`src/rtl/motor_dosing.sv`:
```
// Pigment motor dosing stage: runs the enabled motor for qty * TICKS_PER_UNIT cycles
// and reports per-channel completion flags back to the loading sequencer.
module motor_dosing #(
  parameter int W              = 8,
  parameter int TICKS_PER_UNIT = 1000,
  parameter int CW             = 24
) (
  input  logic         clk,
  input  logic         reset,
  input  logic         load,
  input  logic [W-1:0] qty_r,
  input  logic [W-1:0] qty_y,
  input  logic [W-1:0] qty_b,
  input  logic [2:0]   Motores,
  output logic [2:0]   motor_drive,
  output logic [2:0]   flags,
  output logic         busy,
  output logic         fault
);

  typedef enum logic [1:0] {ST_IDLE, ST_RUN, ST_DONE} state_e;

  localparam logic [CW-1:0] TPU = CW'(TICKS_PER_UNIT);

  // Channel index follows the Motores bit order: 2 = red, 1 = yellow, 0 = blue.
  state_e        state_q [3];
  state_e        state_d [3];
  logic [W-1:0]  qty_q   [3];
  logic [W-1:0]  qty_d   [3];
  logic [CW-1:0] cnt_q, cnt_d;
  logic [2:0]    drive_q, drive_d;
  logic [2:0]    flags_q, flags_d;
  logic          busy_q, busy_d;
  logic          fault_q, fault_d;

  logic          one_hot;
  logic          multi_hot;

  assign one_hot   = $onehot(Motores);
  assign multi_hot = (Motores != 3'b000) && !one_hot;

  always_comb begin
    // NOTE: every _d starts from its _q so no path through this block leaves a
    // variable unassigned; that is what keeps it free of inferred latches.
    state_d = state_q;
    qty_d   = qty_q;
    cnt_d   = cnt_q;
    drive_d = drive_q;
    flags_d = flags_q;
    fault_d = fault_q | multi_hot;

    if (load && !busy_q) begin
      qty_d[2] = qty_r;
      qty_d[1] = qty_y;
      qty_d[0] = qty_b;
    end

    // Starts need one-hot Motores, so at most one channel ever owns the counter.
    for (int k = 0; k < 3; k++) begin
      case (state_q[k])
        ST_IDLE: begin
          if (Motores[k] && one_hot) begin
            if (qty_q[k] != '0) begin
              state_d[k] = ST_RUN;
              drive_d[k] = 1'b1;
              cnt_d      = CW'(qty_q[k]) * TPU - CW'(1);
            end else begin
              state_d[k] = ST_DONE;
              flags_d[k] = 1'b1;
            end
          end
        end
        ST_RUN: begin
          if (!Motores[k]) begin
            state_d[k] = ST_IDLE;
            drive_d[k] = 1'b0;
            cnt_d      = '0;
          end else if (cnt_q == '0) begin
            state_d[k] = ST_DONE;
            drive_d[k] = 1'b0;
            flags_d[k] = 1'b1;
          end else begin
            cnt_d = cnt_q - CW'(1);
          end
        end
        ST_DONE: begin
          if (!Motores[k]) begin
            state_d[k] = ST_IDLE;
            flags_d[k] = 1'b0;
          end
        end
        default: begin
          state_d[k] = ST_IDLE;
          drive_d[k] = 1'b0;
          flags_d[k] = 1'b0;
        end
      endcase
    end

    busy_d = 1'b0;
    for (int k = 0; k < 3; k++) begin
      busy_d = busy_d | (state_d[k] == ST_RUN);
    end
  end

  // NOTE: asynchronous active-low reset; sequential state uses non-blocking
  // assignments only so every flop samples the pre-edge values of the others.
  always_ff @(posedge clk or negedge reset) begin
    if (!reset) begin
      for (int k = 0; k < 3; k++) begin
        state_q[k] <= ST_IDLE;
        qty_q[k]   <= '0;
      end
      cnt_q   <= '0;
      drive_q <= 3'b000;
      flags_q <= 3'b000;
      busy_q  <= 1'b0;
      fault_q <= 1'b0;
    end else begin
      state_q <= state_d;
      qty_q   <= qty_d;
      cnt_q   <= cnt_d;
      drive_q <= drive_d;
      flags_q <= flags_d;
      busy_q  <= busy_d;
      fault_q <= fault_d;
    end
  end

  assign motor_drive = drive_q;
  assign flags       = flags_q;
  assign busy        = busy_q;
  assign fault       = fault_q;

endmodule

```
`config.mk`:
```
export PLATFORM = sky130hd
export DESIGN_NAME = motor_dosing
export DESIGN_NICKNAME = d
export VERILOG_FILES = /design/src/rtl/motor_dosing.sv
export SDC_FILE = /design/constraint.sdc
export NUM_CORES = 1
export LEC_CHECK = 0
export CORE_AREA = 2 2 198 200
export CTS_CLUSTER_DIAMETER = 30
export DETAILED_ROUTE_END_ITERATION = 16
export DIE_AREA = 0 0 200 202
export HOLD_SLACK_MARGIN = 0.08
export PLACE_DENSITY = 0.36
export SYNTH_ARGS = -nofsm -noshare
export SYNTH_HDL_FRONTEND = slang
export SYNTH_SLANG_ARGS = --single-unit
```
`constraint.sdc`:
```
create_clock -name clk -period 5 [get_ports clk]
set_clock_uncertainty 0.1 [all_clocks]
set_input_delay 1.5 -clock clk [delete_from_list [all_inputs] [get_ports clk]]
set_output_delay 1.5 -clock clk [all_outputs]
set_load 0.005 [all_outputs]
```
After elaboration in Yosys (flattened, before gate mapping)
Cells that the tools add are included.
{"block": "totals", "ff_bits": 62, "input_bits": 30, "output_inout_bits": 8, "word_cells": 144}
{"block": "op_classes", "n_addsub": 6, "mul": 3, "eq_ne": 31, "n_mux": 62, "bitwise_logic": 6, "n_reduce_logical": 21}
{"op": "$mux 24", "n": 12}
{"op": "$pmux 24 s2", "n": 3}
{"op": "$sub 18x1->19 const B", "n": 3}
{"op": "$mul 8x7->15 const B", "n": 3}
{"op": "$ne 2x2->1 const B", "n": 18}
{"op": "$mux 2", "n": 15}
{"op": "$logic_not 24->1", "n": 1}
{"op": "$reduce_bool 8->1", "n": 3}
{"op": "$sub 24x1->24 const B", "n": 1}
{"op": "$mux 1", "n": 23}
{"op": "$pmux 1 s3", "n": 6}
{"op": "$pmux 2 s3", "n": 3}
{"op": "$reduce_and 5->1", "n": 3}
{"op": "$eq 2x1->1 const B", "n": 7}
{"op": "$reduce_and 4->1", "n": 3}
{"op": "$ne 3x3->1 const B", "n": 3}
{"op": "$eq 2x2->1 const B", "n": 3}
{"op": "$logic_not 2->1", "n": 3}
{"op": "$logic_and 1x1->1", "n": 5}
{"op": "$not 1->1", "n": 3}
{"op": "$or 1x1->1", "n": 3}
{"op": "$reduce_bool 3->1", "n": 1}
{"op": "$add 1x1->2", "n": 1}
{"op": "$add 2x1->2", "n": 1}
{"op": "$logic_not 1->1", "n": 2}

Logic depth before layout (Yosys ltp)
{"block": "logic_depth", "ltp_word": 12, "ltp_mapped": 18, "depth_no_buf": 17}

Least setup slack after synthesis
No wires, ideal clock.
{"block": "synth_timing", "kind": "flip-flop to flip-flop", "from": "register qty_q[0] (netlist bit)", "to": "register cnt_q[16]", "setup_time_ns": 0.126, "t_arrival_ns": 5.060, "required_ns": 4.774, "path_slack_ns": -0.286, "stages_incl_launch_ff": 17, "n_path_buf": 0, "synth_period_minus_slack_ns": 5.286, "path_cell_list": "dfrtp_1 fa_1 inv_1 fa_1 fa_1 inv_1 fa_1 ha_1 o21a_1 a21o_1 a211o_1 a2111oi_0 nand4_1 nor3_1 xnor2_1 a21oi_1 o31ai_1"}
{"block": "synth_via", "elab_chain_len": 5, "elab_cells_between_ends": 6, "cone_classes": "add/sub: 1; mul: 1; mux: 3; reduce/logical: 1"}
{"element": "from (decl)", "line_no": "28", "text": "logic [W-1:0] qty_q [3];"}
{"element": "from (signal assigned)", "line_no": "121", "text": "qty_q <= qty_d;"}
{"element": "$mul 8x7->15", "line_no": "66", "text": "cnt_d = CW'(qty_q[k]) * TPU - CW'(1);"}
{"element": "$sub 18x1->19", "line_no": "66"}
{"element": "$mux 24 *", "line_no": "63", "text": "if (qty_q[k] != '0) begin"}
{"element": "$mux 24 *", "line_no": "62", "text": "if (Motores[k] && one_hot) begin"}
{"element": "$pmux 24 s2 *", "line_no": "60", "text": "case (state_q[k])"}
{"element": "net cnt_d[16]", "line_no": "30", "text": "logic [CW-1:0] cnt_q, cnt_d;"}
{"element": "to (signal assigned)", "line_no": "122", "text": "cnt_q <= cnt_d;"}
{"element": "to (decl)", "line_no": "30"}
Mark *: on every way through the listed nets, which the timed path passes. The rest lies on a longest branch.
A chain may end at the register's enable or synchronous reset.

Worst setup path in the final report
{"block": "layout_timing", "from": "register qty_q[11] (netlist bit)", "to": "register cnt_q[22]"}
{"block": "layout_via", "elab_chain_len": 8, "elab_cells_between_ends": 11, "cone_classes": "add/sub: 1; mul: 1; mux: 8; reduce/logical: 1"}
{"element": "$mul 8x7->15", "line_no": "66"}
{"element": "$sub 18x1->19", "line_no": "66"}
{"element": "$mux 24 *", "line_no": "63"}
{"element": "$mux 24 *", "line_no": "62"}
{"element": "$pmux 24 s2 *", "line_no": "60"}
{"element": "$mux 24, on equally long branches", "line_no": "78, 63"}
{"element": "$mux 24, on equally long branches", "line_no": "74, 62"}
{"element": "$pmux 24 s2 *", "line_no": "60"}
{"element": "net cnt_d[22]", "line_no": "30"}
Marks and branches as above.

==> results.json <==
{
  "status": "complete, no violations",
  "viasPerCell": 4.78,
  "dr_total_vias": 8473,
  "worst_slew_pin_slew_ns": 1.08,
  "holdWs_ns": 0.375,
  "slew_headroom": 0.279,
  "crit_type": "flip-flop to flip-flop",
  "ys_seq_elements": 62,
  "setup_violations": 0,
  "fin_util": 0.309,
  "r2r-start": "qty_q[11]",
  "synth_top_area_cell": "dfrtp_1",
  "antenna_found_initial": 0,
  "port_buffers": 37,
  "cts.path.max_buffers": 2,
  "die-area_um2": 40400,
  "htree_levels": 3,
  "synth_top_cell_area_share": 0.171,
  "drive_above_1_share": 0.195,
  "rsz0062_at_grt": "true",
  "place.gp.congestion": 0.817,
  "start_util": 0.237,
  "first_global_vias": 8878,
  "wl_per_cell_um": 17.6,
  "ant_nets": 0,
  "yosysSeqAreaShare": 0.171,
  "drc_errors": 0,
  "fin_ws_ns": 0.0611,
  "yosysWarnings": 0,
  "wl_mm": 31.2,
  "cp_common_cell": "fa_1",
  "grt_pass1_wl_mm": 50.2,
  "synthToLayoutAreaGrowth_pct": 30.3,
  "tritoncts": "yes",
  "max_freq_mhz": 202,
  "drt_pass1_iterations": 4,
  "grt-ovfl-total": 0,
  "grt_max_degree": 49,
  "hold_path.class": "flip-flop to flip-flop",
  "clock-sinks": 62,
  "synthCells": 1078,
  "n_fill_cell": 4103,
  "io_pins": 38,
  "critical_path.startpoint": "qty_q[11]",
  "startpoint_type": "flip-flop",
  "path_cells": "fa_1, inv_1, fa_1, inv_1, fa_1, fa_1, ha_4, o21a_1, o31a_1, or4_4, o311ai_4, nor4_4, nand4_1, buf_4, o21a_4, and3_4, o211ai_1",
  "cts-buffers-inserted": 9,
  "fp.coreArea_um2": 38300,
  "cp_slowest_cell": "fa_1",
  "worstPathMaxFanout": 5,
  "worst_setup_path_end_kind": "flip-flop",
  "worstHoldStart": "fault",
  "num_rows": 72,
  "dp_slack_ns": -0.175,
  "finalCritPeriodShare": 0.988,
  "n_antenna_cell": 0,
  "dp_hpwl_mm": 24.6,
  "drtIter0Drc": 398,
  "clk_pin_slew_ns": 0.06,
  "ff_latch_area_um2": 1560,
  "synthesis.area_um2": 9080,
  "slew_viol_final": 0,
  "cp.required_ns": 5.17,
  "grtUsageTotal": 0.163,
  "cp.arrival_ns": 5.11,
  "die_w_um": 200,
  "synth_cell_types": 64,
  "finalHoldViolCount": 0,
  "synth_ff_type": "dfrtp_1",
  "syn_area_per_cell_um2": 8.43,
  "synthArstFlopShare": 1.00,
  "cap_viol_max_count": 0,
  "final_nets": 1467,
  "max_stage_delay_ns": 0.54,
  "synthesis.nets": 1297,
  "synth_edf_count": 0,
  "period_needed_ns": 4.94,
  "die_h_um": 202,
  "multi_input_area_um2": 7280,
  "root_buffer": "clkbuf_16",
  "synth_area_leaders": "dfrtp_1 17%, ha_1 17%, fa_1 15%",
  "ctsHoldBuffers": 0,
  "clk_latency_ns": 0.37
}
[logic make-up (layout without fill, tap and decap cells)]
family / Yosys count / count (layout) / synth area share
compound gates: 310 / 310 / 0.221
simple gates: 282 / 282 / 0.153
fa+ha+maj: 189 / 189 / 0.315
buf+inv: 157 / 332 / 0.0652
xor+xnor: 76 / 76 / 0.0733
flops: 62 / 62 / 0.171
mux: 2 / 2 / 0.00220
[cells in the mapped netlist, drive strengths merged, types with 4 or more instances]
library cell,n
o21bai,4
a311oi,5
o31a,6
and3,4
nand2b,8
a2111oi,5
or4,5
o22ai,15
a221o,5
a21oi,69
a31oi,10
nor4,12
a211oi,17
ha,123
o221ai,7
a21o,15
nor2,64
xnor2,45
or2,9
o21ai,81
or3,6
nand4,13
dfrtp,62
nand2,82
nor3,27
a221oi,7
nor2b,10
clkbuf,33
fa,66
a211o,6
a22oi,5
o31ai,4
nor3b,5
and2,6
inv,121
xor2,31
o21a,17
nand3,23
o211ai,13
[final timing paths]
path                              to  slack [ns]  cells after the start
max                        cnt_q[22]        0.06                     17
min                            fault        0.38                      1
max reg2reg                cnt_q[22]        0.06                     17
min reg2reg                    fault        0.38                      1
max in group asynchronous  qty_q[11]        2.92                      2
min in group asynchronous  cnt_q[19]        1.10                      1
[worst max-delay path: cells and delay by family, from the launching register on]
| family | cells | cell delay [ns] |
|---|---|---|
| AO/OA/AOI/OAI | 5 | 0.86 |
| buffers and inverters | 3 | 0.28 |
| AND/OR/NAND/NOR | 4 | 0.88 |
| adder cells (fa/ha/maj) | 5 | 2.29 |
| flip-flops | 1 | 0.46 |
[layer usage]
| metal | part of all wire | vias to the layer above | GRT usage |
|---|---|---|---|
| li1 | - | 4163 | - |
| met5 | 0 | - | 0 |
| met3 | 0.032 | 30 | 0.0195 |
| met2 | 0.48 | 150 | 0.276 |
| met1 | 0.46 | 4130 | 0.214 |
| met4 | 0.023 | 0 | 0.0534 |
[stage by stage]
step,area (um2),std cells,TNS [ns]
after floorplan,9110,1078,0
after global placement,11100,1747,-0.650
after detailed placement,11100,1747,-1.01
after CTS,11600,1767,-0.00371
after global routing,11800,1771,-1.38
final,11800,1771,0
[repair_timing]
action,4_1_cts,5_1_grt
buffers inserted,4,8
pin swaps,11,59
resized for setup,24,52
endpoints found under the setup margin,10,12
[registers in the layout (all words and copies together), names as in the netlist]
signal and count:
busy 1, motor_drive 3, qty_q 24, state_q 6, flags 3, fault 1
cnt_q 24
[placed cells by master (no fill, tap or decap), drive strengths merged, types with 10 or more instances in the layout]
| cell type | synthesis | final |
|---|---|---|
| a21o | 15 | 15 |
| ha | 123 | 123 |
| clkdlybuf4s50 | 0 | 36 |
| nand2 | 82 | 82 |
| a211oi | 17 | 17 |
| nor2b | 10 | 10 |
| dfrtp | 62 | 62 |
| fa | 66 | 66 |
| o21ai | 81 | 81 |
| nor4 | 12 | 12 |
| a21oi | 69 | 69 |
| a31oi | 10 | 10 |
| o21a | 17 | 17 |
| nand4 | 13 | 13 |
| nor3 | 27 | 27 |
| o22ai | 15 | 15 |
| clkbuf | 33 | 14 |
| inv | 121 | 121 |
| xor2 | 31 | 31 |
| nor2 | 64 | 64 |
| xnor2 | 45 | 45 |
| buf | 3 | 159 |
| o211ai | 13 | 13 |
| nand3 | 23 | 23 |
[cell type report]
type / instances / area share
flip-flops and latches: 62 / 0.131
inverters: 121 / 0.0384
clock inverters: 2 / 0.00317
well taps: 518 / 0.0547
repair buffers: 195 / 0.134
multi-input cells: 859 / 0.614
clock buffers: 14 / 0.0240
Power is not shown: default switching activity piles up to over one toggle a cycle in this logic, so the estimate is an artifact.
